## config.mk

```make
export PLATFORM = sky130hd
export DESIGN_NAME = ifetch_queue_flat
export DESIGN_NICKNAME = d
export VERILOG_FILES = /design/src/rtl/ifetch_queue_if.sv /design/src/rtl/ifetch_queue.sv /design/src/flat_wrapper.sv
export SDC_FILE = /design/constraint.sdc
export NUM_CORES = 1
export LEC_CHECK = 0
export CORE_ASPECT_RATIO = 0.9
export CORE_MARGIN = 8
export CORE_UTILIZATION = 45
export CTS_CLUSTER_SIZE = 10
export DETAILED_ROUTE_END_ITERATION = 7
export PLACE_DENSITY = 0.68
export SLEW_MARGIN = 30
export SYNTH_ARGS = -nofsm -noshare
export SYNTH_HDL_FRONTEND = slang
export SYNTH_SLANG_ARGS = --single-unit
```

## constraint.sdc

```tcl
create_clock -name Clk -period 3.9 [get_ports Clk]
set_clock_uncertainty 0.2 [all_clocks]
set_input_delay 0.39 -clock Clk [delete_from_list [all_inputs] [get_ports Clk]]
set_output_delay 0.39 -clock Clk [all_outputs]
set_load 0.03 [all_outputs]
```

## src/rtl/ifetch_queue_if.sv

```systemverilog
// Fetch-stage bundle: instruction-memory request/response, redirect, and decode-side handshake.
// Inst_Illegal exists only when IFETCH_ILLEGAL_DETECT_EN is defined.
interface ifetch_queue_if;
    logic        Imem_Req_Valid;
    logic        Imem_Req_Ready;
    logic [31:0] Imem_Req_Addr;
    logic        Imem_Rsp_Valid;
    logic [31:0] Imem_Rsp_Data;
    logic        Redirect;
    logic [31:0] Redirect_PC;
    logic        Inst_Valid;
    logic        Inst_Ready;
    logic [31:0] Inst_Out;
    logic [31:0] Inst_PC;
    logic [2:0]  Extend_Sel;
`ifdef IFETCH_ILLEGAL_DETECT_EN
    logic        Inst_Illegal;
`endif

    modport master (
`ifdef IFETCH_ILLEGAL_DETECT_EN
        output Inst_Illegal,
`endif
        output Imem_Req_Valid, Imem_Req_Addr, Inst_Valid, Inst_Out, Inst_PC, Extend_Sel,
        input  Imem_Req_Ready, Imem_Rsp_Valid, Imem_Rsp_Data, Redirect, Redirect_PC, Inst_Ready
    );

    modport slave (
`ifdef IFETCH_ILLEGAL_DETECT_EN
        input  Inst_Illegal,
`endif
        input  Imem_Req_Valid, Imem_Req_Addr, Inst_Valid, Inst_Out, Inst_PC, Extend_Sel,
        output Imem_Req_Ready, Imem_Rsp_Valid, Imem_Rsp_Data, Redirect, Redirect_PC, Inst_Ready
    );
endinterface

```

## src/rtl/ifetch_queue.sv

```systemverilog
// Instruction fetch queue: credit-limited word fetch, in-order buffer, redirect flush with stale-response drop.
// Optional macro IFETCH_ILLEGAL_DETECT_EN adds Inst_Illegal for non-RV32I opcodes at the queue head.
module ifetch_queue #(
    parameter logic [31:0] RESET_PC = 32'h0000_0000,
    parameter int          DEPTH    = 2
) (
    input logic            Clk,
    input logic            Rst_n,
    ifetch_queue_if.master bus
);
    localparam int AW = $clog2(DEPTH);
    localparam int CW = AW + 1;

    logic [31:0]   pc_q, pc_d;
    logic [31:0]   rsp_pc_q, rsp_pc_d;
    logic [AW-1:0] wr_ptr_q, wr_ptr_d, rd_ptr_q, rd_ptr_d;
    logic [CW-1:0] count_q, count_d, outst_q, outst_d, drop_q, drop_d;
    logic [31:0]   word_mem [DEPTH];
    logic [31:0]   pc_mem   [DEPTH];

    logic          req_valid, req_fire, rsp_keep, push, pop, inst_valid;
    logic [CW:0]   credit_used;
    logic [31:0]   head_word, head_pc;
    logic [6:0]    opcode;
    logic [2:0]    ext_dec;

    function automatic logic [2:0] ext_of(input logic [6:0] op);
        case (op)
            7'b0010011, 7'b0000011, 7'b1100111: ext_of = 3'b000;
            7'b0100011:                         ext_of = 3'b001;
            7'b1100011:                         ext_of = 3'b010;
            7'b0110111, 7'b0010111:             ext_of = 3'b011;
            7'b1101111:                         ext_of = 3'b100;
            default:                            ext_of = 3'b111;
        endcase
    endfunction

    // Credits cover both buffered words and words still in flight, so a response always has a slot.
    always_comb begin
        credit_used = {1'b0, count_q} + {1'b0, outst_q};
        inst_valid  = (count_q != '0);
        req_valid   = Rst_n && !bus.Redirect && (credit_used < (CW+1)'(DEPTH));
        req_fire    = req_valid && bus.Imem_Req_Ready;
        rsp_keep    = bus.Imem_Rsp_Valid && (drop_q == '0);
        push        = rsp_keep && !bus.Redirect;
        pop         = inst_valid && bus.Inst_Ready && !bus.Redirect;
    end

    always_comb begin
        pc_d     = pc_q;
        rsp_pc_d = rsp_pc_q;
        wr_ptr_d = wr_ptr_q + AW'(push);
        rd_ptr_d = rd_ptr_q + AW'(pop);
        count_d  = count_q + CW'(push) - CW'(pop);
        outst_d  = outst_q + CW'(req_fire) - CW'(bus.Imem_Rsp_Valid);
        drop_d   = drop_q;
        if (req_fire)
            pc_d = pc_q + 32'd4;
        if (rsp_keep)
            rsp_pc_d = rsp_pc_q + 32'd4;
        if (bus.Imem_Rsp_Valid && (drop_q != '0))
            drop_d = drop_q - CW'(1);
        // Every request still in flight after this cycle belongs to the abandoned stream.
        if (bus.Redirect) begin
            pc_d     = bus.Redirect_PC & ~32'h3;
            rsp_pc_d = bus.Redirect_PC & ~32'h3;
            wr_ptr_d = '0;
            rd_ptr_d = '0;
            count_d  = '0;
            drop_d   = outst_d;
        end
    end

    always_ff @(posedge Clk) begin
        if (!Rst_n) begin
            pc_q     <= RESET_PC;
            rsp_pc_q <= RESET_PC;
            wr_ptr_q <= '0;
            rd_ptr_q <= '0;
            count_q  <= '0;
            outst_q  <= '0;
            drop_q   <= '0;
        end else begin
            pc_q     <= pc_d;
            rsp_pc_q <= rsp_pc_d;
            wr_ptr_q <= wr_ptr_d;
            rd_ptr_q <= rd_ptr_d;
            count_q  <= count_d;
            outst_q  <= outst_d;
            drop_q   <= drop_d;
        end
    end

    always_ff @(posedge Clk) begin
        if (push) begin
            word_mem[wr_ptr_q] <= bus.Imem_Rsp_Data;
            pc_mem[wr_ptr_q]   <= rsp_pc_q;
        end
    end

    always_comb begin
        head_word = inst_valid ? word_mem[rd_ptr_q] : 32'h0;
        head_pc   = inst_valid ? pc_mem[rd_ptr_q]   : 32'h0;
        opcode    = head_word[6:0];
        ext_dec   = inst_valid ? ext_of(opcode) : 3'b000;
    end

    assign bus.Imem_Req_Valid = req_valid;
    assign bus.Imem_Req_Addr  = pc_q;
    assign bus.Inst_Valid     = inst_valid;
    assign bus.Inst_Out       = head_word;
    assign bus.Inst_PC        = head_pc;
    assign bus.Extend_Sel     = ext_dec;

`ifdef IFETCH_ILLEGAL_DETECT_EN
    logic op_legal;
    always_comb begin
        op_legal = (ext_dec != 3'b111) || (opcode == 7'b0110011) ||
                   (opcode == 7'b0001111) || (opcode == 7'b1110011);
    end
    assign bus.Inst_Illegal = inst_valid && ((head_word[1:0] != 2'b11) || !op_legal);
`endif
endmodule

```

## src/flat_wrapper.sv

```systemverilog
// flat-port wrapper written by rule: the top's interface ports become plain ports
module ifetch_queue_flat 
#(
    parameter logic [31:0] RESET_PC = 32'h0000_0000,
    parameter int          DEPTH    = 2
)
  (Clk, Rst_n, bus_Imem_Req_Valid, bus_Imem_Req_Addr, bus_Inst_Valid, bus_Inst_Out, bus_Inst_PC, bus_Extend_Sel, bus_Imem_Req_Ready, bus_Imem_Rsp_Valid, bus_Imem_Rsp_Data, bus_Redirect, bus_Redirect_PC, bus_Inst_Ready);
  ifetch_queue_if bus_i ();
  input logic Clk;
  input logic Rst_n;
  output wire logic [$bits(bus_i.Imem_Req_Valid)-1:0] bus_Imem_Req_Valid;
  output wire logic [$bits(bus_i.Imem_Req_Addr)-1:0] bus_Imem_Req_Addr;
  output wire logic [$bits(bus_i.Inst_Valid)-1:0] bus_Inst_Valid;
  output wire logic [$bits(bus_i.Inst_Out)-1:0] bus_Inst_Out;
  output wire logic [$bits(bus_i.Inst_PC)-1:0] bus_Inst_PC;
  output wire logic [$bits(bus_i.Extend_Sel)-1:0] bus_Extend_Sel;
  input wire logic [$bits(bus_i.Imem_Req_Ready)-1:0] bus_Imem_Req_Ready;
  input wire logic [$bits(bus_i.Imem_Rsp_Valid)-1:0] bus_Imem_Rsp_Valid;
  input wire logic [$bits(bus_i.Imem_Rsp_Data)-1:0] bus_Imem_Rsp_Data;
  input wire logic [$bits(bus_i.Redirect)-1:0] bus_Redirect;
  input wire logic [$bits(bus_i.Redirect_PC)-1:0] bus_Redirect_PC;
  input wire logic [$bits(bus_i.Inst_Ready)-1:0] bus_Inst_Ready;
  assign bus_Imem_Req_Valid = bus_i.Imem_Req_Valid;
  assign bus_Imem_Req_Addr = bus_i.Imem_Req_Addr;
  assign bus_Inst_Valid = bus_i.Inst_Valid;
  assign bus_Inst_Out = bus_i.Inst_Out;
  assign bus_Inst_PC = bus_i.Inst_PC;
  assign bus_Extend_Sel = bus_i.Extend_Sel;
  assign bus_i.Imem_Req_Ready = bus_Imem_Req_Ready;
  assign bus_i.Imem_Rsp_Valid = bus_Imem_Rsp_Valid;
  assign bus_i.Imem_Rsp_Data = bus_Imem_Rsp_Data;
  assign bus_i.Redirect = bus_Redirect;
  assign bus_i.Redirect_PC = bus_Redirect_PC;
  assign bus_i.Inst_Ready = bus_Inst_Ready;
  ifetch_queue #(.RESET_PC(RESET_PC), .DEPTH(DEPTH)) u_core (.Clk(Clk), .Rst_n(Rst_n), .bus(bus_i));
endmodule
```

; ---- Word-level counts from Yosys, hierarchy flattened
; Memory sizes are Yosys's and may differ from the RTL's. A register that Yosys moved wholly into a read port is not among the register bits.
; Cells that the tools add are included.
[op_classes]
n_lt_le_gt_ge = 1
multipliers = 0
n_eq_ne = 8
addsub = 10
shifts = 0
n_reduce_logical = 18
n_bitwise = 1
n_div = 0
mux = 14
[op_table]
columns = operator, count
row1 = 2-to-1 mux 32 bit, 6
row2 = "adder 32 x 3 -> 32 bit, second input constant", 2
row3 = "== test 7 bit, second input constant", 3
row4 = case mux 3 bit (5 select lines), 1
row5 = "== test 7 x 5 -> 1 bit, second input constant", 2
row6 = "== test 7 x 6 -> 1 bit, second input constant", 2
row7 = nonzero test 2 bit, 5
row8 = logical AND 1 bit, 8
row9 = "== test 7 x 2 -> 1 bit, second input constant", 1
row10 = adder 2 x 1 -> 2 bit, 2
row11 = 2-to-1 mux 1 bit, 4
row12 = 2-to-1 mux 2 bit, 2
row13 = OR reduction 2 bit, 2
row14 = subtractor 2 x 1 -> 2 bit, 2
row15 = adder 2 x 2 -> 3 bit, 1
row16 = "< comparator 3 x 2 -> 1 bit, second input constant", 1
row17 = 2-to-1 mux 3 bit, 1
row18 = OR reduction 3 bit, 1
row19 = adder 1 bit, 2
row20 = zero test 2 bit, 1
row21 = "subtractor 2 x 1 -> 2 bit, second input constant", 1
row22 = zero test 1 bit, 1
row23 = inverter 1 bit, 1
[word_totals]
word_cells = 63
ramBits = 128
latchBits = 0
input_bits = 70
mem_count = 2
output_inout_bits = 101
mem_bits_ro = 0
register_bits = 72
[memory_table]
columns = memory, depth, word_bits, rd, rd_clocked_by_memory_dff, wr, line
row1 = u_core.pc_mem, 2, 32, 1, 1, 1, ifetch_queue.sv:19  ; logic [31:0] pc_mem [DEPTH];
row2 = u_core.word_mem, 2, 32, 1, 1, 1, ifetch_queue.sv:18  ; logic [31:0] word_mem [DEPTH];

; ---- Depth between registers and ports, before layout
; Gate-level depths: netlist (run 1).
[logic_depth]
depth_word = 7
mapped_depth = 13
ltp_nobuf = 11

; ---- Worst setup path after synthesis (run 1)
; No wires, ideal clock.
[synth_path]
kind = input to register
start = input bus_Redirect
end = memory u_core.pc_mem[0][10] (enable)
path_buffers = 2
arrival_ns = 2.484
required_ns = 3.273
setup_ns = 0.427
slack_ns = 0.789
stages = 4
cell_sequence = buf_2 clkbuf_1 nor2_1 ha_1
[synth_between]
elab_chain_cells = 4
[synth_lines]
columns = element, line
row1 = "start, declared", flat_wrapper.sv:20  ; input wire logic [$bits(bus_i.Redirect)-1:0] bus_Redirect;
row2 = zero test 1 bit, ifetch_queue.sv:45  ; push = rsp_keep && !bus.Redirect;
row3 = logical AND 1 bit, ifetch_queue.sv:45
row4 = 2-to-1 mux 1 bit, ifetch_queue.sv:95  ; if (push) begin
row5 = 2-to-1 mux 1 bit (not written as such), ifetch_queue.sv:97  ; pc_mem[wr_ptr_q] <= rsp_pc_q;
row6 = "end, declared", ifetch_queue.sv:19
; No other way between the ends.

==> results.cfg, run 1 <==
[routing]
first_pass_iters = 7
drt-initial-drc-count = 466
wl_per_cell_um = 17.12
wl_um = 20160
post_drt_via_cell_ratio = 5.333
drc = 0
vias = 6282
drtAntennaViolNets = 0

[global_route]
grt_pass1_vias = 5968
grt_max_degree = 55
gr-usage-all-layers = 0.1667
grt_pass1_wl_um = 31370
grt_overflow = 0
antenna_found_initial = 0

[die]
fp-row-count = 48
die_w_um = 161.6
die_y_um = 147.1
die-area_sq_um = 23770
io_pins = 171
start_util = 0.4527
coreArea_sq_um = 18980

[timing]
slew_viol_final = 0
post-route-min-period_ns = 3.567
period_share = 0.9146
worst_pin_slew_ns = 0.9724
rsz0062_at_grt = false
timing.slew.headroom = 0.3517
finalSetupTns_ns = 0
hold_viol = 0
fin_hold_ws_ns = 0.3179
clock.fmax_ghz = 0.2804
finalSetupViolCount = 0

[clock_network]
numCtsBuffers = 17
post_cts_buffers = 0
post_cts_resized = 0
root_buffer = clkbuf_16
worstSkewPairLatency_ns = 0.43
path_clk_slew_ns = 0.06
cts_tree = yes
clock_path_buffers = 2
ctsHoldBuffers = 0
cts.sinks = 192
cts_max_level = 4

[placement]
gp_congestion = 0.8263
hpwlAfterDp_um = 14180
io_buffers = 164
dpl.cell_count = 1147

[final_layout]
stdcell_count = 1178
mostFrequentLayoutCell = clkdlybuf4s50_1
antenna_cells = 0
final_cell_mix = 164 x clkdlybuf4s50_1, 124 x edfxtp_1, 97 x nor2_1
syn2layout_area_growth_pct = 28.77
fin_nets = 996
drive_above_1_share = 0.06789
final.fill_count = 1645

[worst_setup_path]
crit_arrival_ns = 2.98
rr_worst_depth = 10
crit_fanout = 32
cp-start-kind = flop
required_ns = 3.31
endpoint_kind = output pin
path_class = flop to output pin

[worst_hold_path]
min_path_type = flop to flop
whs_path_depth = 0

[power]
p_sw_mw = 1.115
p_clk_frac = 0.363
power_frac_comb = 0.123
p_sw_frac = 0.2442
leakage_nw = 3.686
peakVddDrop_mv = 0.2658
power_density_nw_per_um2 = 412.6
seq_power_share = 0.514
p_int_mw = 3.450

[synthesis]
ys_top_cells_by_area = edfxtp_1 43%, dfxtp_1 16%, mux2i_1 7.2%, nor2_1 4.3%, a21oi_1 2.7%
synth_top_area_frac = 0.4334
yosysSeqAreaShare = 0.5919
synth_async_sr_flop_share = 0
syn_area_sq_um = 8591
syn_area_per_cell_sq_um = 11.29
synthCells = 761
ys_types = 58
synth_edf_count = 124
synth_seq_cells = 192
ys.warnings.count = 0
ys.flop_type = edfxtp_1
yosys.area.top_type = edfxtp_1

[job]
cap_viol_max_count = 0

[outcome]
status = completed
[path summary, 6_finish.rpt]
kind / startpoint / slack [ns] / endpoint
setup / recovery: u_core.rd_ptr_q$_SDFF_PP0_ / 0.33 / bus_Extend_Sel[2]
hold / removal: u_core.rsp_pc_q[31]$_SDFFE_PN0P_ / 0.32 / u_core.pc_mem[1][31]$_DFFE_PP_
hold reg to reg: u_core.rsp_pc_q[31]$_SDFFE_PN0P_ / 0.32 / u_core.pc_mem[1][31]$_DFFE_PP_
setup reg to reg: u_core.count_q[0]$_SDFF_PP0_ / 0.93 / u_core.bus.Imem_Req_Addr[28]$_SDFFE_PN0P_
[Yosys cell counts, drive strengths merged (9+ instances only)]
cell type and number:
mux2i 62, dfxtp 68, clkbuf 23, xnor2 13, or3 9, a21oi 47
and3 12, inv 23, o21ai 42, nor2 98, nor3 9, buf 21
ha 9, nand2 45, xor2 19, edfxtp 124, nor4 11, nand3 23
a31oi 15, nand4 20
[routing by layer]
layer / GRT usage / part of all wire / routed length (um)
met1: 0.2288 / 0.49 / 9817
met2: 0.2525 / 0.43 / 8608
met3: 0.05343 / 0.077 / 1561
met4: 0.03839 / 0.0086 / 174
met5: 0 / 0 / 0
[flip-flops by register name, summed over array words and instances (netlist names)]
| register | count |
|---|---|
| u_core.rd_ptr_q | 1 |
| u_core.pc_mem | 60 |
| u_core.drop_q | 2 |
| u_core.rsp_pc_q | 30 |
| u_core.bus.Imem_Req_Addr | 30 |
| u_core.outst_q | 2 |
| u_core.word_mem | 64 |
| u_core.count_q | 2 |
| u_core.wr_ptr_q | 1 |
[stage by stage]
stage                     utilization  power, mW  setup WS, ns  area [sq um]
after floorplan                     -      2.699        0.7894          8602
after global placement         0.5529      2.941        0.8689         10490
after detailed placement       0.5529      2.949        0.7782         10490
after CTS                      0.5829      4.607        0.3254         11060
after global routing           0.5829      4.736        0.1957         11060
final                          0.5829      4.564        0.3332         11060
[area by class of cell]
cell class / count / area [sq um] / area share
clock buffer: 17 / 425.4 / 0.03846
inverter: 23 / 86.33 / 0.007805
tap: 250 / 312.8 / 0.02828
timing repair buffer: 177 / 1764 / 0.1595
clock inverter: 14 / 142.6 / 0.01289
sequential: 192 / 5089 / 0.4600
multi-input combinational: 505 / 3242 / 0.2931
[power groups by stage]
stage               logic, mW  registers, mW  clock network (mW)
floorplan               0.290           2.41                   0
global placement        0.556           2.38                   0
detailed placement      0.561           2.39                   0
CTS                     0.566           2.34                1.70
global route            0.608           2.36                1.77
finish                  0.561           2.34                1.66
[worst max-delay path: stages, from the launching register on]
cell and delay, ns:
dfxtp_4 0.43, buf_4 0.48, nand3b_1 0.13, a211oi_1 0.35, nand2b_1 0.17, o21ai_0 0.25
a31oi_1 0.12, clkdlybuf4s50_1 0.61
[kinds of logic after synthesis]
group | count (synthesis) | share of synthesized area
compound gates | 141 | 0.09817
xor+xnor | 32 | 0.03262
fa+ha+maj | 10 | 0.01544
buf+inv | 67 | 0.03350
flops | 192 | 0.5919
mux | 67 | 0.07879
other cells | 1 | 0.0004365
simple gates | 251 | 0.1491
Note: power is estimated with default switching activity, not from simulation.
==> inputs of run 2 (changes only) <==
--- a/config.mk
+++ b/config.mk
@@ -5,11 +5,10 @@
 export SDC_FILE = /design/constraint.sdc
 export NUM_CORES = 1
 export LEC_CHECK = 0
-export CORE_ASPECT_RATIO = 0.9
-export CORE_MARGIN = 8
 export CORE_UTILIZATION = 45
 export CTS_CLUSTER_SIZE = 10
 export DETAILED_ROUTE_END_ITERATION = 7
+export HOLD_SLACK_MARGIN = 0.05
 export PLACE_DENSITY = 0.68
 export SLEW_MARGIN = 30
 export SYNTH_ARGS = -nofsm -noshare
==> results.cfg, run 2 (synthesis results as in run 1) <==
[clock_network]
worstSkewPairLatency_ns = 0.43
cts_tree = yes
path_clk_slew_ns = 0.06
clock_path_buffers = 2
root_buffer = clkbuf_16
numCtsBuffers = 17
cts.sinks = 192
ctsHoldBuffers = 0
cts_max_level = 4

[worst_hold_path]
min_path_type = flop to flop
worstHoldStart = u_core.rsp_pc_q[31]$_SDFFE_PN0P_

[global_route]
grt_overflow = 0
grt_pass1_vias = 6089
grt_pass1_wl_um = 30990
gr-usage-all-layers = 0.2023
grt_max_degree = 74
antenna_found_initial = 0

[outcome]
status = completed

[final_layout]
largest_reg_flops = 64
mostFrequentLayoutCell = clkdlybuf4s50_1
final.fill_count = 1580
syn2layout_area_growth_pct = 29.13
fin_nets = 995
final_cell_mix = 164 x clkdlybuf4s50_1, 124 x edfxtp_1, 97 x nor2_1
regMostFlops = u_core.word_mem
antenna_cells = 0
drive_above_1_share = 0.07004
reg.largest.list = u_core.word_mem (64), u_core.pc_mem (60)

[routing]
drt-initial-drc-count = 377
first_pass_iters = 5
wl_per_cell_um = 16.63
drc = 0
vias = 6304
drtAntennaViolNets = 0
wl_um = 19320
post_drt_via_cell_ratio = 5.425

[timing]
clock.fmax_ghz = 0.2782
hold_viol = 0
finalSetupViolCount = 0
period_share = 0.9217
fin_hold_ws_ns = 0.2931
finalSetupTns_ns = 0
timing.slew.headroom = 0.4236
slew_viol_final = 0
rsz0062_at_grt = false
post-route-min-period_ns = 3.595
worst_pin_slew_ns = 0.8620

[worst_setup_path]
slowest_stage = clkdlybuf4s50_1
endpoint_kind = output pin
cp-start-kind = flop
crit_arrival_ns = 3.00
required_ns = 3.31
critical_path.startpoint = u_core.rd_ptr_q$_SDFF_PP0_
crit_fanout = 24
crit_buf_inv = 1
slowest_delay_ns = 0.70
r2r_start = u_core.count_q[0]$_SDFF_PP0_
critical_path.top_delay_family = simple AND/OR/NAND/NOR gates
path_class = flop to output pin
crit_chain = mux2i_2 > nand4_1 > or3_1 > a31oi_1 > clkdlybuf4s50_1

[placement]
gp_congestion = 0.8561
io_buffers = 164
hpwlAfterDp_um = 13110

[power]
peakVddDrop_mv = 0.4189
power_density_nw_per_um2 = 431.1
leakage_nw = 3.716

[die]
die_y_um = 140.2
io_pins = 171
fp-row-count = 50
coreArea_sq_um = 18710
die-area_sq_um = 19650
start_util = 0.4593
die_w_um = 140.2

[job]
cap_viol_max_count = 0
==> run 2: stage by stage <==
step / power [mW] / util / setup slack [ns] / instances / area, sq um
6_report: 4.782 / 0.5930 / 0.3053 / 1162 / 11090
5_1_grt: 4.954 / 0.5930 / 0.1142 / 1162 / 11090
4_1_cts: 4.815 / 0.5926 / 0.2100 / 1162 / 11090
3_5_place_dp: 2.944 / 0.5583 / 0.6699 / 1130 / 10440
3_3_place_gp: 2.933 / 0.5582 / 0.7361 / 1130 / 10440
2_1_floorplan: 2.699 / - / 0.7894 / 764 / 8602
==> run 2: repair_timing <==
action | CTS | global route
endpoints found under the setup margin | 0 | 1
resized for setup | 0 | 1
setup buffers | 0 | 0
==> run 2: worst paths after layout <==
check | endpoint | slack (ns) | cells after the start
max | bus_Extend_Sel[2] | 0.31 | 5
min | u_core.pc_mem[0][31]$_DFFE_PP_ | 0.29 | 0
max reg2reg | u_core.bus.Imem_Req_Addr[28]$_SDFFE_PN0P_ | 0.85 | 10
min reg2reg | u_core.pc_mem[0][31]$_DFFE_PP_ | 0.29 | 0
==> run 2: per-layer routing <==
metal,part of all wire,vias up,wire length (um),track usage
met3,0.067,13,1295,0.04410
met4,0.0078,0,150,0.05784
met2,0.44,239,8522,0.3058
met5,0,-,0,0
li1,-,3107,-,-
met1,0.48,2945,9355,0.2921
==> run 2: where the power goes <==
| group | leakage, nW | internal, mW | switching [mW] | total, mW |
|---|---|---|---|---|
| combinational | 1.70 | 0.238 | 0.317 | 0.555 |
| clock | 0.304 | 1.14 | 0.741 | 1.88 |
| sequential | 1.71 | 2.27 | 0.0772 | 2.35 |
| total | 3.72 | 3.65 | 1.14 | 4.78 |
==> run 2: final cells by class <==
cell class	count	area (sq um)	area share
Tap cell	234	292.8	0.02639
Clock buffer	18	429.2	0.03869
Multi-Input combinational cell	505	3249	0.2929
Sequential cell	192	5089	0.4587
Timing Repair Buffer	176	1732	0.1561
Inverter	23	88.84	0.008008
Clock inverter	14	212.7	0.01917
